$ cat config.mk
export PLATFORM = sky130hd
export DESIGN_NAME = rtc_bus_responder_flat
export DESIGN_NICKNAME = d
export VERILOG_FILES = /design/src/rtl/rtc_bus_responder_if.sv /design/src/rtl/rtc_bus_responder.sv /design/src/flat_wrapper.sv
export SDC_FILE = /design/constraint.sdc
export NUM_CORES = 1
export LEC_CHECK = 0
export CAP_MARGIN = 20
export CORE_MARGIN = 2
export CORE_UTILIZATION = 50
export CTS_CLUSTER_DIAMETER = 80
export CTS_CLUSTER_SIZE = 8
export DETAILED_ROUTE_END_ITERATION = 8
export PLACE_DENSITY = 0.69
export SKIP_CTS_REPAIR_TIMING = 1
export SLEW_MARGIN = 20
export SYNTH_ARGS = -nofsm -noshare
export SYNTH_HDL_FRONTEND = slang
export SYNTH_SLANG_ARGS = --single-unit
$ cat constraint.sdc
create_clock -name clk -period 2.2 [get_ports clk]
set_input_delay 0.22 -clock clk [delete_from_list [all_inputs] [get_ports clk]]
set_output_delay 0.22 -clock clk [all_outputs]
set_load 0.02 [all_outputs]
$ cat src/rtl/rtc_bus_responder_if.sv
`default_nettype none
`timescale 1ns/1ps
// ============================================================================
// Module   : rtc_bus_responder_if
// Brief    : Multiplexed RTC address/data bus bundle (master drives strobes).
// Revision : 1.0 - initial release
// ============================================================================
interface rtc_bus_responder_if;
    logic       a_d;
    logic       cs;
    logic       rd;
    logic       wr;
    logic [7:0] dato_in;
    logic [7:0] dato_out;
    logic       dato_oe;
    logic [1:0] bus_estado;

    modport master (
        output a_d, cs, rd, wr, dato_in,
        input  dato_out, dato_oe, bus_estado
    );

    modport slave (
        input  a_d, cs, rd, wr, dato_in,
        output dato_out, dato_oe, bus_estado
    );
endinterface
`default_nettype wire

$ cat src/rtl/rtc_bus_responder.sv
`default_nettype none
`timescale 1ns/1ps
// ============================================================================
// Module   : rtc_bus_responder
// Brief    : Chip-side RTC bus responder with BCD time-of-day, date, timer
//            and control registers, plus a snapshot used for coherent reads.
// Revision : 1.0 - initial release
// ============================================================================
module rtc_bus_responder #(
    parameter int TICK_DIV = 100000000
) (
    input  wire logic          clk,
    input  wire logic          reset,
    rtc_bus_responder_if.slave bus
);

    localparam int CNT_W = $clog2(TICK_DIV);
    localparam logic [CNT_W-1:0] c_tick_last = CNT_W'(TICK_DIV - 1);

    localparam logic [7:0] c_addr_tim_en   = 8'h00;
    localparam logic [7:0] c_addr_tim_mask = 8'h01;
    localparam logic [7:0] c_addr_status2  = 8'h02;
    localparam logic [7:0] c_addr_seg      = 8'h21;
    localparam logic [7:0] c_addr_min      = 8'h22;
    localparam logic [7:0] c_addr_hora     = 8'h23;
    localparam logic [7:0] c_addr_dia      = 8'h24;
    localparam logic [7:0] c_addr_mes      = 8'h25;
    localparam logic [7:0] c_addr_anio     = 8'h26;
    localparam logic [7:0] c_addr_seg_tim  = 8'h41;
    localparam logic [7:0] c_addr_min_tim  = 8'h42;
    localparam logic [7:0] c_addr_hora_tim = 8'h43;
    localparam logic [7:0] c_addr_transfer = 8'hF0;

    typedef enum logic [1:0] {
        ST_IDLE = 2'd0,
        ST_ADDR = 2'd1,
        ST_WR   = 2'd2,
        ST_RD   = 2'd3
    } state_t;

    state_t           r_state;
    logic             r_wr;
    logic             r_bad;
    logic [7:0]       r_dato_hold;
    logic [7:0]       r_addr;
    logic [CNT_W-1:0] r_tick_cnt;
    logic [7:0]       r_dato_out;
    logic             r_dato_oe;

    logic [7:0] r_tim_en, r_tim_mask, r_status2;
    logic [7:0] r_seg, r_min, r_hora;
    logic [7:0] r_dia, r_mes, r_anio;
    logic [7:0] r_seg_tim, r_min_tim, r_hora_tim;
    logic [7:0] r_snap_seg, r_snap_min, r_snap_hora;
    logic [7:0] r_snap_dia, r_snap_mes, r_snap_anio;

    logic       w_tick;
    logic       w_illegal;
    logic       w_rd_cond;
    logic       w_commit;
    logic       w_wr_addr;
    logic       w_wr_data;
    logic       w_wr_seg, w_wr_min, w_wr_hora;
    logic       w_seg_carry, w_min_carry;
    logic [7:0] w_rd_data;

    // Raw BCD increment: {high nibble (5 bits, may overflow), low nibble}.
    function automatic logic [8:0] bcd_raw(input logic [7:0] v);
        if (v[3:0] >= 4'd9)
            bcd_raw = {({1'b0, v[7:4]} + 5'd1), 4'd0};
        else
            bcd_raw = {1'b0, v[7:4], (v[3:0] + 4'd1)};
    endfunction

    function automatic logic bcd_wrap(input logic [7:0] v, input logic is_hora);
        logic [8:0] raw;
        raw = bcd_raw(v);
        if (is_hora)
            bcd_wrap = (raw > 9'h023);
        else
            bcd_wrap = (raw[8:4] >= 5'd6);
    endfunction

    function automatic logic [7:0] bcd_next(input logic [7:0] v, input logic is_hora);
        bcd_next = bcd_wrap(v, is_hora) ? 8'h00 : 8'(bcd_raw(v));
    endfunction

    assign w_tick    = (r_tick_cnt == c_tick_last);
    assign w_illegal = !bus.cs && !bus.rd && !bus.wr;
    // A cycle that ever showed rd and wr low together stays poisoned until cs rises.
    assign w_rd_cond = !bus.cs && bus.a_d && !bus.rd && bus.wr && !r_bad;
    assign w_commit  = !bus.cs && bus.wr && !r_wr && !r_bad;
    assign w_wr_addr = w_commit && !bus.a_d;
    assign w_wr_data = w_commit && bus.a_d;

    assign w_wr_seg  = w_wr_data && (r_addr == c_addr_seg);
    assign w_wr_min  = w_wr_data && (r_addr == c_addr_min);
    assign w_wr_hora = w_wr_data && (r_addr == c_addr_hora);

    // Carries follow the live value even when the register itself is being written.
    assign w_seg_carry = w_tick && bcd_wrap(r_seg, 1'b0);
    assign w_min_carry = w_seg_carry && bcd_wrap(r_min, 1'b0);

    always_comb begin
        w_rd_data = 8'h00;
        case (r_addr)
            c_addr_tim_en:   w_rd_data = r_tim_en;
            c_addr_tim_mask: w_rd_data = r_tim_mask;
            c_addr_status2:  w_rd_data = r_status2;
            c_addr_seg:      w_rd_data = r_snap_seg;
            c_addr_min:      w_rd_data = r_snap_min;
            c_addr_hora:     w_rd_data = r_snap_hora;
            c_addr_dia:      w_rd_data = r_snap_dia;
            c_addr_mes:      w_rd_data = r_snap_mes;
            c_addr_anio:     w_rd_data = r_snap_anio;
            c_addr_seg_tim:  w_rd_data = r_seg_tim;
            c_addr_min_tim:  w_rd_data = r_min_tim;
            c_addr_hora_tim: w_rd_data = r_hora_tim;
            default:         w_rd_data = 8'h00;
        endcase
    end

    // Bus FSM, strobe tracking and read path
    always_ff @(posedge clk) begin
        if (reset) begin
            r_state     <= ST_IDLE;
            r_wr        <= 1'b1;  // idle-high so the first cycle after reset cannot look like a commit
            r_bad       <= 1'b0;
            r_dato_hold <= 8'h00;
            r_addr      <= 8'h00;
            r_dato_out  <= 8'h00;
            r_dato_oe   <= 1'b0;
        end else begin
            r_wr <= bus.wr;

            if (bus.cs)
                r_state <= ST_IDLE;
            else if (w_illegal)
                r_state <= ST_IDLE;
            else if (!bus.a_d && !bus.wr)
                r_state <= ST_ADDR;
            else if (bus.a_d && !bus.wr)
                r_state <= ST_WR;
            else if (bus.a_d && !bus.rd)
                r_state <= ST_RD;
            else
                r_state <= ST_IDLE;

            if (bus.cs)
                r_bad <= 1'b0;
            else if (w_illegal)
                r_bad <= 1'b1;

            if (!bus.cs && !bus.wr)
                r_dato_hold <= bus.dato_in;

            if (w_wr_addr)
                r_addr <= r_dato_hold;

            if (w_rd_cond) begin
                r_dato_out <= w_rd_data;
                r_dato_oe  <= 1'b1;
            end else begin
                r_dato_oe  <= 1'b0;
            end
        end
    end

    // Tick divider, time-of-day counters, storage registers and snapshot
    always_ff @(posedge clk) begin
        if (reset) begin
            r_tick_cnt  <= '0;
            r_tim_en    <= 8'h00;
            r_tim_mask  <= 8'h00;
            r_status2   <= 8'h00;
            r_seg       <= 8'h00;
            r_min       <= 8'h00;
            r_hora      <= 8'h00;
            r_dia       <= 8'h00;
            r_mes       <= 8'h00;
            r_anio      <= 8'h00;
            r_seg_tim   <= 8'h00;
            r_min_tim   <= 8'h00;
            r_hora_tim  <= 8'h00;
            r_snap_seg  <= 8'h00;
            r_snap_min  <= 8'h00;
            r_snap_hora <= 8'h00;
            r_snap_dia  <= 8'h00;
            r_snap_mes  <= 8'h00;
            r_snap_anio <= 8'h00;
        end else begin
            if (w_tick)
                r_tick_cnt <= '0;
            else
                r_tick_cnt <= r_tick_cnt + CNT_W'(1);

            if (w_wr_seg)
                r_seg <= r_dato_hold;
            else if (w_tick)
                r_seg <= bcd_next(r_seg, 1'b0);

            if (w_wr_min)
                r_min <= r_dato_hold;
            else if (w_seg_carry)
                r_min <= bcd_next(r_min, 1'b0);

            if (w_wr_hora)
                r_hora <= r_dato_hold;
            else if (w_min_carry)
                r_hora <= bcd_next(r_hora, 1'b1);

            if (w_wr_data) begin
                case (r_addr)
                    c_addr_tim_en:   r_tim_en   <= r_dato_hold;
                    c_addr_tim_mask: r_tim_mask <= r_dato_hold;
                    c_addr_status2:  r_status2  <= r_dato_hold;
                    c_addr_dia:      r_dia      <= r_dato_hold;
                    c_addr_mes:      r_mes      <= r_dato_hold;
                    c_addr_anio:     r_anio     <= r_dato_hold;
                    c_addr_seg_tim:  r_seg_tim  <= r_dato_hold;
                    c_addr_min_tim:  r_min_tim  <= r_dato_hold;
                    c_addr_hora_tim: r_hora_tim <= r_dato_hold;
                    c_addr_transfer: begin
                        // Pre-increment values, even on a tick edge.
                        r_snap_seg  <= r_seg;
                        r_snap_min  <= r_min;
                        r_snap_hora <= r_hora;
                        r_snap_dia  <= r_dia;
                        r_snap_mes  <= r_mes;
                        r_snap_anio <= r_anio;
                    end
                    default: ;
                endcase
            end
        end
    end

    assign bus.dato_out   = r_dato_out;
    assign bus.dato_oe    = r_dato_oe;
    assign bus.bus_estado = r_state;

endmodule
`default_nettype wire

$ cat src/flat_wrapper.sv
// flat-port wrapper written by rule: the top's interface ports become plain ports
module rtc_bus_responder_flat 
#(
    parameter int TICK_DIV = 100000000
)
  (clk, reset, bus_a_d, bus_cs, bus_rd, bus_wr, bus_dato_in, bus_dato_out, bus_dato_oe, bus_bus_estado);
  rtc_bus_responder_if bus_i ();
  input  wire logic clk;
  input  wire logic reset;
  input wire logic [$bits(bus_i.a_d)-1:0] bus_a_d;
  input wire logic [$bits(bus_i.cs)-1:0] bus_cs;
  input wire logic [$bits(bus_i.rd)-1:0] bus_rd;
  input wire logic [$bits(bus_i.wr)-1:0] bus_wr;
  input wire logic [$bits(bus_i.dato_in)-1:0] bus_dato_in;
  output wire logic [$bits(bus_i.dato_out)-1:0] bus_dato_out;
  output wire logic [$bits(bus_i.dato_oe)-1:0] bus_dato_oe;
  output wire logic [$bits(bus_i.bus_estado)-1:0] bus_bus_estado;
  assign bus_i.a_d = bus_a_d;
  assign bus_i.cs = bus_cs;
  assign bus_i.rd = bus_rd;
  assign bus_i.wr = bus_wr;
  assign bus_i.dato_in = bus_dato_in;
  assign bus_dato_out = bus_i.dato_out;
  assign bus_dato_oe = bus_i.dato_oe;
  assign bus_bus_estado = bus_i.bus_estado;
  rtc_bus_responder #(.TICK_DIV(TICK_DIV)) u_core (.clk(clk), .reset(reset), .bus(bus_i));
endmodule
==> reports/metrics.yaml <==
critical_path:
  cp.arrival_ns: 2.66
  critPathRequiredTime_ns: 2.50
  setup.worst_path.start_class: "flop"
  critPathMaxFanout: 3
  worstSetupPathType: "flop to flop"
  cp_common_cell: "or4b_4"
  crit_chain: "or4b_4 > or4_4 > buf_6 > or4b_4 > nor2_2 > nor4_1"
  crit_path_end_kind: "flop"
  critPathMaxStageDelay_ns: 0.55
  slowest_stage: "or4_4"
place:
  dp_hpwl_um: 17000
  port_buffers: 24
  routabilityCongestion: 0.924
synthesis:
  synth-seq-cells: 200
  synth_compound_area_share_pct: 14.0
  synth_cell_type_count: 72
  synth-simple-area-share_pct: 22.8
  synthAdderAreaFrac_pct: 1.85
  synth_mux_area_share_pct: 11.7
  syn-mean-instance-area_um2: 8.42
  ys_top_cells_by_area: "dfxtp_1, mux2i_1, nand2_1"
  ys_seq_area_share_pct: 42.9
  synth_top_family_by_area: "simple AND/OR/NAND/NOR gates"
  async_flop_share_pct: 0
  yosys.area.top_type: "dfxtp_1"
  syn_inst: 1107
  synth_flop_cell: "dfxtp_1"
  synth_edf_count: 0
  synth_nets: 1134
  yosysTopAreaCellShare_pct: 42.9
  synth-xor-area-share_pct: 2.63
  yosys_warnings: 0
  synth_area_um2: 9330
cells_and_area:
  most-common-layout-cells: "dfxtp_1, nand2_1, nor2_1"
  post_route_cells_drive_above_1_share_pct: 19.6
  n_fill_cell: 1550
  final_common_cell: "dfxtp_1"
  largest_reg_flops: 27
  top_register: "u_core.r_tick_cnt"
  nets: 1232
  syn_to_final_growth_pct: 22.7
  diodes: 0
timing:
  tightest_slew_ns: 0.827
  rsz0062_at_grt: "yes"
  max_freq_ghz: 0.424
  worst_slew_margin_rel_pct: 44.8
  drv_slew: 0
  fin_crit_sh_pct: 107
  tns_ns: -1.04
  hold_viol: 0
  clock_skew_ns: 0.0114
  setup_viol: 14
  setup_ws_ns: -0.158
  holdWs_ns: 0.287
  finalCriticalPeriod_ns: 2.36
cts:
  clk_pin_slew_ns: 0.08
  cts_sinks: 200
  htree_levels: 4
  root_buffer: "clkbuf_16"
  tritoncts: "yes"
  cts_buffers: 17
  clockBufferDepth: 2
  clk_latency_ns: 0.43
run_status:
  outcome: "finished with violations"
  violations: "negative setup slack"
die:
  ioPinCount: 25
  die_area_um2: 19800
  die_y_um: 141
  coreArea_um2: 18100
  die_x_um: 141
  row_count: 49
  start_util_pct: 51.4
drt:
  wl_um: 25100
  num_vias: 8349
  drc: 0
  first_pass_iters: 7
  final_antenna_net_count: 0
  routedWlPerCell_um: 17.3
  via_per_inst: 5.77
  drtIter0Drc: 588
global_routing:
  grt_antenna_before_repair: 0
  grt_pass1_vias: 7852
  grt_usage_pct: 25.3
  grt_max_degree: 69
  overflow: 0
  grt_pass1_wl_um: 40100
power_and_ir_drop:
  power_density_nw_per_um2: 600
  irDropWorstVdd_v: 0.000489
  power.leakage_nw: 4.58
hold_path:
  hp-class: "primary input to flop"
flow_run:
  max_cap_viol_count: 0
## metrics by stage
step                      utilization [%]  worst slack (ns)  area (um2)  std cells  power, mW
after CTS                            61.9            -0.270       11200       1442       6.90
after global routing                 63.1            -0.188       11400       1447       7.08
final                                63.1            -0.158       11400       1447       6.87
after floorplan                         -            -0.142        9380       1107       3.84
after detailed placement             58.9            -0.258       10700       1410       3.97
after global placement               58.9            -0.211       10700       1410       3.96
## power breakdown
| part | switching [mW] | internal (mW) |
|---|---|---|
| Combinational | 0.123 | 0.0875 |
| Sequential | 0.0426 | 3.63 |
| Clock | 1.47 | 1.51 |
## cell type report
class	count	area [um2]	share of cell area (%)
clock buffers	19	443	3.87
clock inverters	13	110	0.962
inverters	15	56.3	0.492
multi-input cells	811	5130	44.9
flip-flops and latches	200	4010	35.0
well taps	229	287	2.50
repair buffers	160	1400	12.3
## kinds of logic after synthesis
group | count (synthesis)
compound gates | 201
xor+xnor | 28
fa+ha+maj | 14
buf+inv | 96
flops | 200
mux | 107
simple gates | 461
## path summary, 6_finish.rpt
kind | slack [ns] | cells after the start | from | to
worst max-delay path | -0.16 | 6 | u_core.r_tick_cnt[25]$_SDFF_PP0_ | u_core.r_seg[6]$_SDFFE_PP0P_
worst min-delay path | 0.29 | 3 | reset | u_core.r_status2[2]$_SDFFE_PP0P_
worst max register to register | -0.16 | 6 | u_core.r_tick_cnt[25]$_SDFF_PP0_ | u_core.r_seg[6]$_SDFFE_PP0P_
worst min register to register | 0.45 | 2 | u_core.r_dia[5]$_SDFFE_PP0P_ | u_core.r_snap_dia[5]$_SDFFE_PP0P_
## routing by layer
| layer | routed length, um | GRT usage [%] | part of all wire (%) |
|---|---|---|---|
| met1 | 11700 | 34.7 | 47 |
| met2 | 11600 | 41.1 | 46 |
| met3 | 1280 | 4.18 | 5.1 |
| met4 | 463 | 7.84 | 1.8 |
| met5 | 0 | 0 | 0 |
## synthesized netlist by cell type, drive strengths merged, types with 3 or more instances
library cell and count:
dfxtp 200, nand2 169, nor2 141, a21oi 91
mux2i 91, clkbuf 68, nand3 51, o21ai 30
nor3 19, xor2 18, mux2 16, inv 14
and3 13, buf 13, ha 13, a211oi 12
a22oi 11, nand4 11, nor4 10, xnor2 10
and2 9, a31oi 7, nor4b 6, a31o 5
and4 5, or3 5, or3b 5, a311oi 4
nor2b 4, a221oi 3, a222oi 3, a22o 3
a32oi 3, nor3b 3, o22ai 3, o2bb2ai 3
## critical path, delay by kind of cell, from the launching register on
| kind | cells | cell delay (ns) |
|---|---|---|
| and+or+nand+nor | 5 | 1.76 |
| DFF | 1 | 0.32 |
| buffers and inverters | 1 | 0.16 |
Power figures use the tool's default switching activity.
